## src/rtl/rv32i_alu_decode_stage.sv

```systemverilog
// rv32i_alu_decode_stage
// Registered decode stage for RV32I ALU-class instructions (OP, OP-IMM, LUI,
// AUIPC). Produces the ALUctr code, operand selects, register addresses and
// immediate for the execute stage. Valid/ready on both sides with a single
// output register, a flush input, and transfer/illegal event counters.

module rv32i_alu_decode_stage #(
  parameter int CNT_W     = 32,
  parameter int ILL_CNT_W = 16
) (
  input  logic                 clk,
  input  logic                 rst,
  input  logic                 in_valid,
  output logic                 in_ready,
  input  logic [31:0]          in_inst,
  input  logic [31:0]          in_pc,
  input  logic                 flush,
  output logic                 out_valid,
  input  logic                 out_ready,
  output logic [4:0]           out_alu_ctr,
  output logic [1:0]           out_a_sel,
  output logic                 out_b_sel,
  output logic [4:0]           out_rs1,
  output logic [4:0]           out_rs2,
  output logic [4:0]           out_rd,
  output logic                 out_rd_we,
  output logic [31:0]          out_imm,
  output logic [31:0]          out_pc,
  output logic                 out_illegal,
  output logic [CNT_W-1:0]     instr_count,
  output logic [ILL_CNT_W-1:0] illegal_count
);

  // Major opcodes handled by this stage
  localparam logic [6:0] OPC_OP     = 7'b0110011;
  localparam logic [6:0] OPC_OP_IMM = 7'b0010011;
  localparam logic [6:0] OPC_LUI    = 7'b0110111;
  localparam logic [6:0] OPC_AUIPC  = 7'b0010111;

  localparam logic [6:0] F7_BASE = 7'b0000000;
  localparam logic [6:0] F7_ALT  = 7'b0100000;

  // ALUctr codes
  localparam logic [4:0] ALU_ADD   = 5'b00000;
  localparam logic [4:0] ALU_SUB   = 5'b00001;
  localparam logic [4:0] ALU_SLL   = 5'b00010;
  localparam logic [4:0] ALU_SLT   = 5'b00011;
  localparam logic [4:0] ALU_SLTU  = 5'b00100;
  localparam logic [4:0] ALU_XOR   = 5'b00101;
  localparam logic [4:0] ALU_SRL   = 5'b00110;
  localparam logic [4:0] ALU_SRA   = 5'b00111;
  localparam logic [4:0] ALU_OR    = 5'b01000;
  localparam logic [4:0] ALU_AND   = 5'b01001;
  localparam logic [4:0] ALU_ADDI  = 5'b01010;
  localparam logic [4:0] ALU_SLTI  = 5'b01011;
  localparam logic [4:0] ALU_SLTIU = 5'b01100;
  localparam logic [4:0] ALU_XORI  = 5'b01101;
  localparam logic [4:0] ALU_ORI   = 5'b01110;
  localparam logic [4:0] ALU_ANDI  = 5'b01111;
  localparam logic [4:0] ALU_SLLI  = 5'b10001;
  localparam logic [4:0] ALU_SRLI  = 5'b10010;
  localparam logic [4:0] ALU_SRAI  = 5'b10011;

  // Operand A select encodings
  localparam logic [1:0] ASEL_RS1  = 2'b00;
  localparam logic [1:0] ASEL_PC   = 2'b01;
  localparam logic [1:0] ASEL_ZERO = 2'b10;

  // Instruction fields
  logic [6:0] opcode;
  logic [2:0] funct3;
  logic [6:0] funct7;
  assign opcode = in_inst[6:0];
  assign funct3 = in_inst[14:12];
  assign funct7 = in_inst[31:25];

  // Output register state
  logic                 valid_reg;
  logic [4:0]           alu_ctr_reg;
  logic [1:0]           a_sel_reg;
  logic                 b_sel_reg;
  logic [4:0]           rs1_reg;
  logic [4:0]           rs2_reg;
  logic [4:0]           rd_reg;
  logic                 rd_we_reg;
  logic [31:0]          imm_reg;
  logic [31:0]          pc_reg;
  logic                 illegal_reg;
  logic [CNT_W-1:0]     instr_cnt_reg;
  logic [ILL_CNT_W-1:0] illegal_cnt_reg;

  // Decoded bundle for the instruction currently on the input
  logic       legal_next;
  logic [4:0] raw_alu_next;
  logic [1:0] raw_a_sel_next;
  logic       raw_b_sel_next;
  logic [31:0] raw_imm_next;
  logic [4:0] alu_ctr_next;
  logic [1:0] a_sel_next;
  logic       b_sel_next;
  logic [4:0] rs2_next;
  logic       rd_we_next;
  logic [31:0] imm_next;

  logic in_xfer;
  logic out_xfer;

  // The output register can take a new bundle when empty or being drained
  assign in_ready = !valid_reg || out_ready;
  assign in_xfer  = in_valid && in_ready;
  assign out_xfer = valid_reg && out_ready;

  // Raw opcode/funct decode; legality decides later whether it is kept
  always_comb begin
    legal_next     = 1'b0;
    raw_alu_next   = ALU_ADD;
    raw_a_sel_next = ASEL_RS1;
    raw_b_sel_next = 1'b0;
    raw_imm_next   = 32'd0;
    rs2_next       = 5'd0;
    case (opcode)
      OPC_OP: begin
        // rs2 is an OP field regardless of whether funct7/funct3 is valid
        rs2_next = in_inst[24:20];
        if (funct7 == F7_BASE) begin
          legal_next = 1'b1;
          case (funct3)
            3'b000:  raw_alu_next = ALU_ADD;
            3'b001:  raw_alu_next = ALU_SLL;
            3'b010:  raw_alu_next = ALU_SLT;
            3'b011:  raw_alu_next = ALU_SLTU;
            3'b100:  raw_alu_next = ALU_XOR;
            3'b101:  raw_alu_next = ALU_SRL;
            3'b110:  raw_alu_next = ALU_OR;
            default: raw_alu_next = ALU_AND;
          endcase
        end else if (funct7 == F7_ALT) begin
          if (funct3 == 3'b000) begin
            legal_next   = 1'b1;
            raw_alu_next = ALU_SUB;
          end else if (funct3 == 3'b101) begin
            legal_next   = 1'b1;
            raw_alu_next = ALU_SRA;
          end
        end
      end
      OPC_OP_IMM: begin
        raw_b_sel_next = 1'b1;
        raw_imm_next   = {{20{in_inst[31]}}, in_inst[31:20]};
        case (funct3)
          3'b000: begin legal_next = 1'b1; raw_alu_next = ALU_ADDI;  end
          3'b010: begin legal_next = 1'b1; raw_alu_next = ALU_SLTI;  end
          3'b011: begin legal_next = 1'b1; raw_alu_next = ALU_SLTIU; end
          3'b100: begin legal_next = 1'b1; raw_alu_next = ALU_XORI;  end
          3'b110: begin legal_next = 1'b1; raw_alu_next = ALU_ORI;   end
          3'b111: begin legal_next = 1'b1; raw_alu_next = ALU_ANDI;  end
          3'b001: begin
            // Shift-immediates reuse the top of the I-immediate as funct7
            if (funct7 == F7_BASE) begin
              legal_next   = 1'b1;
              raw_alu_next = ALU_SLLI;
            end
          end
          default: begin
            if (funct7 == F7_BASE) begin
              legal_next   = 1'b1;
              raw_alu_next = ALU_SRLI;
            end else if (funct7 == F7_ALT) begin
              legal_next   = 1'b1;
              raw_alu_next = ALU_SRAI;
            end
          end
        endcase
      end
      OPC_LUI: begin
        legal_next     = 1'b1;
        raw_a_sel_next = ASEL_ZERO;
        raw_b_sel_next = 1'b1;
        raw_imm_next   = {in_inst[31:12], 12'd0};
      end
      OPC_AUIPC: begin
        legal_next     = 1'b1;
        raw_a_sel_next = ASEL_PC;
        raw_b_sel_next = 1'b1;
        raw_imm_next   = {in_inst[31:12], 12'd0};
      end
      default: begin
        legal_next = 1'b0;
      end
    endcase
  end

  // Illegal encodings present a neutral bundle so execute cannot act on it
  always_comb begin
    alu_ctr_next = legal_next ? raw_alu_next   : ALU_ADD;
    a_sel_next   = legal_next ? raw_a_sel_next : ASEL_RS1;
    b_sel_next   = legal_next ? raw_b_sel_next : 1'b0;
    imm_next     = legal_next ? raw_imm_next   : 32'd0;
    rd_we_next   = legal_next && (in_inst[11:7] != 5'd0);
  end

  // Output register: flush empties it, accepted input loads it, drain clears valid
  always_ff @(posedge clk) begin
    if (rst) begin
      valid_reg   <= 1'b0;
      alu_ctr_reg <= 5'd0;
      a_sel_reg   <= 2'd0;
      b_sel_reg   <= 1'b0;
      rs1_reg     <= 5'd0;
      rs2_reg     <= 5'd0;
      rd_reg      <= 5'd0;
      rd_we_reg   <= 1'b0;
      imm_reg     <= 32'd0;
      pc_reg      <= 32'd0;
      illegal_reg <= 1'b0;
    end else if (flush) begin
      valid_reg <= 1'b0;
    end else if (in_xfer) begin
      valid_reg   <= 1'b1;
      alu_ctr_reg <= alu_ctr_next;
      a_sel_reg   <= a_sel_next;
      b_sel_reg   <= b_sel_next;
      rs1_reg     <= in_inst[19:15];
      rs2_reg     <= rs2_next;
      rd_reg      <= in_inst[11:7];
      rd_we_reg   <= rd_we_next;
      imm_reg     <= imm_next;
      pc_reg      <= in_pc;
      illegal_reg <= !legal_next;
    end else if (out_xfer) begin
      valid_reg <= 1'b0;
    end
  end

  // Event counters advance on every bundle handed to execute, flush or not
  always_ff @(posedge clk) begin
    if (rst) begin
      instr_cnt_reg   <= '0;
      illegal_cnt_reg <= '0;
    end else if (out_xfer) begin
      instr_cnt_reg <= instr_cnt_reg + CNT_W'(1);
      if (illegal_reg && (illegal_cnt_reg != {ILL_CNT_W{1'b1}})) begin
        illegal_cnt_reg <= illegal_cnt_reg + ILL_CNT_W'(1);
      end
    end
  end

  assign out_valid     = valid_reg;
  assign out_alu_ctr   = alu_ctr_reg;
  assign out_a_sel     = a_sel_reg;
  assign out_b_sel     = b_sel_reg;
  assign out_rs1       = rs1_reg;
  assign out_rs2       = rs2_reg;
  assign out_rd        = rd_reg;
  assign out_rd_we     = rd_we_reg;
  assign out_imm       = imm_reg;
  assign out_pc        = pc_reg;
  assign out_illegal   = illegal_reg;
  assign instr_count   = instr_cnt_reg;
  assign illegal_count = illegal_cnt_reg;

endmodule
```

## config.mk

```make
export PLATFORM = sky130hd
export DESIGN_NAME = rv32i_alu_decode_stage
export DESIGN_NICKNAME = d
export VERILOG_FILES = /design/src/rtl/rv32i_alu_decode_stage.sv
export SDC_FILE = /design/constraint.sdc
export NUM_CORES = 1
export LEC_CHECK = 0
export CORE_ASPECT_RATIO = 0.7
export CORE_MARGIN = 2
export CORE_UTILIZATION = 38
export DETAILED_ROUTE_END_ITERATION = 10
export DONT_BUFFER_PORTS = 1
export SYNTH_ARGS = -nofsm -noshare
export SYNTH_HDL_FRONTEND = slang
export SYNTH_SLANG_ARGS = --single-unit
```

## constraint.sdc

```tcl
create_clock -name clk -period 2 [get_ports clk]
set_input_delay 0.1 -clock clk [delete_from_list [all_inputs] [get_ports clk]]
set_output_delay 0.1 -clock clk [all_outputs]
set_load 0.005 [all_outputs]
```

==> qor.yml, run 1 <==
layout.nets: 851
hold_path.class: "input port to register"
die_h_um: 107
postLayoutSetupSlackWorst_ps: 73.6
fin_util_pct: 49.8
design.portCount: 208
outcome: "finished with violations"
placedCellCount: 916
detail-route-antenna-nets: 0
cap_violations: 0
dr.pass1.iters: 6
finalInstanceArea_um2: 7360
finalNonFillerCells: 988
setup_viol: 0
hold_viol_final: 109
overflow: 0
vias: 5442
r2r_slack_ps: 90
htreeDepth: 4
synth_top_area_cell: "dfxtp_1"
placed_area_um2: 6250
clkTransAtPathRegs_ps: 60
cts_sinks: 138
wire_per_inst_um: 17.7
ys_seq_area_share_pct: 47.8
r2r_end: "instr_count[7]"
cts_tree: "built"
path_class: "input port to register"
routabilityCongestion: 0.874
worst_pin_slew_ps: 747
fin_crit_sh_pct: 96.3
routed_via_density: 5.51
vdd_drop_max_v: 0.000458
crit_required_ps: 2300
whs_ps: -246
endpoint_kind: "register"
cp_max_fo: 2
synth_top_area_share_pct: 47.8
startpoint_type: "input port"
grt_pass1_vias: 5241
root_buffer: "clkbuf_16"
async_flop_share_pct: 0
hpwl_um: 11800
period_minus_slack_ps: 1930
clock_latency_ps: 410
core_area_um2: 14800
areaGrowthSynthToFinish_pct: 27.2
maxSlewViolCount: 0
synth.distinct_cells: 50
drc_errors: 0
synth_seq_cells: 138
num_rows: 37
synth.net_count: 786
initial_utilization_pct: 39.2
clockBufferDepth: 2
place_worst_setup_slack_ps: -180
postRouteWirelength_um: 17500
cts_buffers: 17
die_x_um: 151
grt_max_degree: 127
die_area_um2: 16200
synth_ff_type: "dfxtp_1"
r2r_cells: 6
synth_area_um2: 5790
antenna_cells: 0
ys.warnings.count: 0
clock_skew_ps: 13.5
leakagePower_nw: 2.65
grt_use_total_pct: 21.4
synth_edf_count: 0
syn_avg_cell_area_um2: 8.09
synth_area_leaders: "dfxtp_1, nand2_1, a21oi_1, nand3_1, nor2_1"
syn_inst: 715
max_freq_mhz: 519
hold_depth: 1
antenna_found_initial: 0
slew_headroom_pct: 50.1
drt_iter0_markers: 334
power.density_nw_per_um2: 867
cp.arrival_ps: 2230
hold_end: "out_rd[3]"
violations: "hold timing"
rr_startpoint: "out_valid"
io_buffers: 0
final_layout_size_suffix_gt1_share_pct: 13.7
grt_first_pass_wirelength_um: 27200
min-delay-start: "rst"
[through the flow]
stage / total power, mW / TNS, ps
2_1_floorplan: 3.08 / 0
3_3_place_gp: 3.08 / -966
3_5_place_dp: 3.09 / -2900
4_1_cts: 6.46 / 0
5_1_grt: 6.62 / -13.1
6_report: 6.38 / 0
[cells by family (layout without fill, tap and decap cells)]
kind of cell	after synthesis	in the layout	synth area share (%)
AND/OR/NAND/NOR	327	327	26.8
multiplexers	2	2	0.368
flip-flops	138	138	47.8
AO/OA/AOI/OAI	154	155	15.5
XOR/XNOR	37	37	5.60
adder cells (fa/ha/maj)	2	2	0.432
buffers and inverters	55	132	3.63
[sequential cells by signal, indices dropped and copies added, names as in the netlist]
name           cells
illegal_count     16
instr_count       32
out_a_sel          2
out_alu_ctr        5
out_b_sel          1
out_illegal        1
out_imm           32
out_pc            32
out_rd             5
out_rd_we          1
out_rs1            5
out_rs2            5
out_valid          1
[worst max path at each step]
stage / startpoint / to / slack (ps) / cells past startpoint
global placement: out_valid / out_imm[11] / -50 / 6
floorplan: instr_count[9] / instr_count[31] / 50 / 6
CTS: instr_count[6] / instr_count[15] / 9 / 7
global route: out_valid / instr_count[7] / -10 / 6
detailed placement: out_valid / out_imm[17] / -180 / 6
finish: in_inst[10] / out_rd_we / 70 / 6
[repair_timing]
item	4_1_cts	5_1_grt
pin swaps	0	2
gates resized for setup	2	17
buffers inserted	0	3
hold buffers	35	1
hold endpoints to repair	137	110
setup endpoints to repair	24	93
cloned	0	1
[layout by cell type (no fill, tap or decap), types with 7 or more instances in the layout]
cell type / synthesis / routed
and3_1: 8 / 7
nor2_1: 49 / 46
nand4_1: 16 / 16
nor4_1: 11 / 10
inv_1: 9 / 9
buf_4: 0 / 53
nand2_1: 148 / 148
clkbuf_16: 0 / 17
o22ai_1: 10 / 10
dfxtp_1: 138 / 137
nand3_1: 41 / 40
nor3_1: 13 / 11
dlygate4sd3_1: 0 / 36
or3_1: 9 / 9
a21oi_1: 85 / 84
xnor2_1: 16 / 16
a2bb2oi_1: 10 / 9
xor2_1: 21 / 21
o21ai_0: 24 / 24
[final cells by class]
class	instances	area [um2]
fillers	1376	7410
multi-input cells	523	2910
flip-flops and latches	138	2770
repair buffers	91	781
clock buffers	20	447
well taps	195	244
clock inverters	12	173
inverters	9	33.8
[cell usage after synthesis (all sizes together), types with 3 or more instances]
cell	instances
a21oi	85
a2bb2oi	10
a32o	4
and3	8
and4	7
buf	10
clkbuf	36
dfxtp	138
inv	9
nand2	148
nand2b	3
nand3	43
nand4	16
nor2	49
nor2b	6
nor3	13
nor4	11
o21ai	25
o22ai	10
o31ai	6
or3	10
or4	3
xnor2	16
xor2	21
[where the power goes]
part | switching, mW | total, mW | internal (mW)
combinational | 0.145 | 0.263 | 0.118
sequential | 0.0387 | 2.83 | 2.79
clock | 1.17 | 3.28 | 2.11
[worst max-delay path, cell delays in order]
cell and delay, ps:
dlygate4sd3_1 560, nor2_2 100, dlygate4sd3_1 580, nand2_1 60
dlygate4sd3_1 570, a32o_1 250
[per-layer routing]
layer | wire, um | part of all wire [%] | track usage, % | up-vias
met1 | 7470 | 43 | 27.3 | 2538
met5 | 0 | 0 | 0 | -
met3 | 1840 | 11 | 8.89 | 21
met2 | 7920 | 45 | 32.4 | 254
li1 | - | - | - | 2629
met4 | 283 | 1.6 | 7.48 | 0
Power figures use the tool's default switching activity.
==> inputs of run 2 (changes only) <==
--- a/config.mk
+++ b/config.mk
@@ -10,6 +10,7 @@
 export CORE_UTILIZATION = 38
 export DETAILED_ROUTE_END_ITERATION = 10
 export DONT_BUFFER_PORTS = 1
+export PLACE_DENSITY = 0.51
 export SYNTH_ARGS = -nofsm -noshare
 export SYNTH_HDL_FRONTEND = slang
 export SYNTH_SLANG_ARGS = --single-unit
==> run 2 against run 1 <==
Effect of this change:
- the flow still finishes with violations (hold timing)
- combinational power grew 13%
- register-to-register slack is essentially flat
- worst setup slack gained 22 ps
- routed wire length grew 2.0%
- sequential share of layout area shrank 0.67 points
- utilization grew 1.0 points
- sequential power is essentially flat
- die area is the same
- clock-buffer cell count shrank 2
- design area grew 2.1%
- largest power group unchanged
- highest routed layer unchanged
==> qor.yml, run 2 (same netlist as run 1, synthesis figures left out) <==
clock_skew_ps: 8.60
clkTransAtPathRegs_ps: 60
hold_viol_final: 103
hpwl_um: 11800
leakagePower_nw: 2.73
grt_pass1_vias: 5156
clock_latency_ps: 420
wire_per_inst_um: 17.9
cts_buffers: 17
overflow: 0
areaGrowthSynthToFinish_pct: 29.8
startpoint_type: "register"
antenna_found_initial: 0
crit_required_ps: 2350
vdd_drop_max_v: 0.000729
vias: 5428
cts_sinks: 138
fin_util_pct: 50.9
worst_pin_slew_ps: 649
whs_ps: -246
num_rows: 37
cts_tree: "built"
postLayoutSetupSlackWorst_ps: 95.5
dr.pass1.iters: 5
die_x_um: 151
die_area_um2: 16200
r2r_cells: 6
root_buffer: "clkbuf_16"
die_h_um: 107
drc_errors: 0
cp.arrival_ps: 2260
initial_utilization_pct: 39.2
min-delay-start: "rst"
slew_headroom_pct: 56.6
r2r_slack_ps: 100
final_common_cell: "nand2_1"
place_worst_setup_slack_ps: -169
r2r_end: "instr_count[7]"
violations: "hold timing"
htreeDepth: 4
core_area_um2: 14800
grt_first_pass_wirelength_um: 27300
rsz0062_at_grt: "true"
period_minus_slack_ps: 1900
final_cell_mix: "nand2_1, dfxtp_1, a21oi_1"
maxSlewViolCount: 0
p_total_mw: 6.46
cp_max_fo: 6
tns_ps: 0
hold_depth: 1
routed_via_density: 5.43
clockBufferDepth: 2
max_freq_mhz: 525
grt_use_total_pct: 21.5
final_layout_size_suffix_gt1_share_pct: 15.8
rr_startpoint: "out_valid"
routabilityCongestion: 0.847
power.density_nw_per_um2: 861
cap_violations: 0
outcome: "finished with violations"
io_buffers: 0
fillers: 1422
hold_buffers: 39
endpoint_kind: "register"
fin_crit_sh_pct: 95.2
grt_max_degree: 127
postRouteWirelength_um: 17900
antenna_cells: 0
setup_viol: 0
path_class: "register to register"
hold_end: "illegal_count[4]"
drt_iter0_markers: 367
layout.nets: 863
detail-route-antenna-nets: 0
hold_path.class: "input port to register"
design.portCount: 208
[run 2: cell types whose count changed in the layout (fill, tap and decap cells not counted), sizes merged]
cell | before | now
clkinv | 6 | 7
dlygate4sd3 | 36 | 39
a2bb2oi | 11 | 10
buf | 55 | 63
inv | 9 | 10
[run 2: worst max-delay path: stages, from the launching register on]
cell	delay [ps]
dfxtp_2	350
and3_1	170
nand3_1	130
buf_4	190
or3_1	300
a21oi_1	150
dlygate4sd3_1	550
[run 2: stage by stage]
| step | cells | cell area, um2 |
|---|---|---|
| finish | 1000 | 7510 |
| global route | 1000 | 7510 |
| CTS | 991 | 7330 |
| detailed placement | 920 | 6300 |
| global placement | 920 | 6300 |
| floorplan | 715 | 5790 |
[run 2: worst max-delay path by stage]
stage | endpoint | startpoint | depth (start not counted) | slack (ps)
finish | instr_count[7] | out_valid | 6 | 100
global route | instr_count[11] | instr_count[3] | 7 | -40
CTS | instr_count[13] | instr_count[6] | 7 | 20
global placement | out_alu_ctr[3] | out_valid | 6 | -40
detailed placement | out_imm[15] | out_valid | 6 | -170
floorplan | instr_count[31] | instr_count[9] | 6 | 50
[run 2: power breakdown]
part,switching [mW],total [mW],internal [mW]
combinational,0.159,0.298,0.139
sequential,0.0367,2.83,2.79
clock,1.24,3.33,2.09
total,1.44,6.46,5.03
[run 2: what timing repair did]
action / in CTS / in global routing
endpoints found under the hold margin: 136 / 103
pin swaps: 0 / 5
gates resized for setup: 1 / 27
cloned: 0 / 2
setup endpoints to repair: 23 / 32
setup buffers: 0 / 7
[run 2: area by class of cell]
class	count	area [um2]	area share (%)
Timing Repair Buffer	104	938	12.5
Clock inverter	14	198	2.63
Clock buffer	18	429	5.71
Tap cell	195	244	3.25
Multi-Input combinational cell	522	2890	38.5
Sequential cell	138	2770	36.9
Inverter	9	33.8	0.450
[run 2: routing by layer]
| layer | wire [um] | up-vias | track usage, % |
|---|---|---|---|
| li1 | - | 2651 | - |
| met1 | 7900 | 2556 | 27.6 |
| met2 | 7880 | 206 | 32.4 |
| met3 | 1890 | 15 | 9.23 |
| met4 | 202 | 0 | 7.48 |
| met5 | 0 | - | 0 |
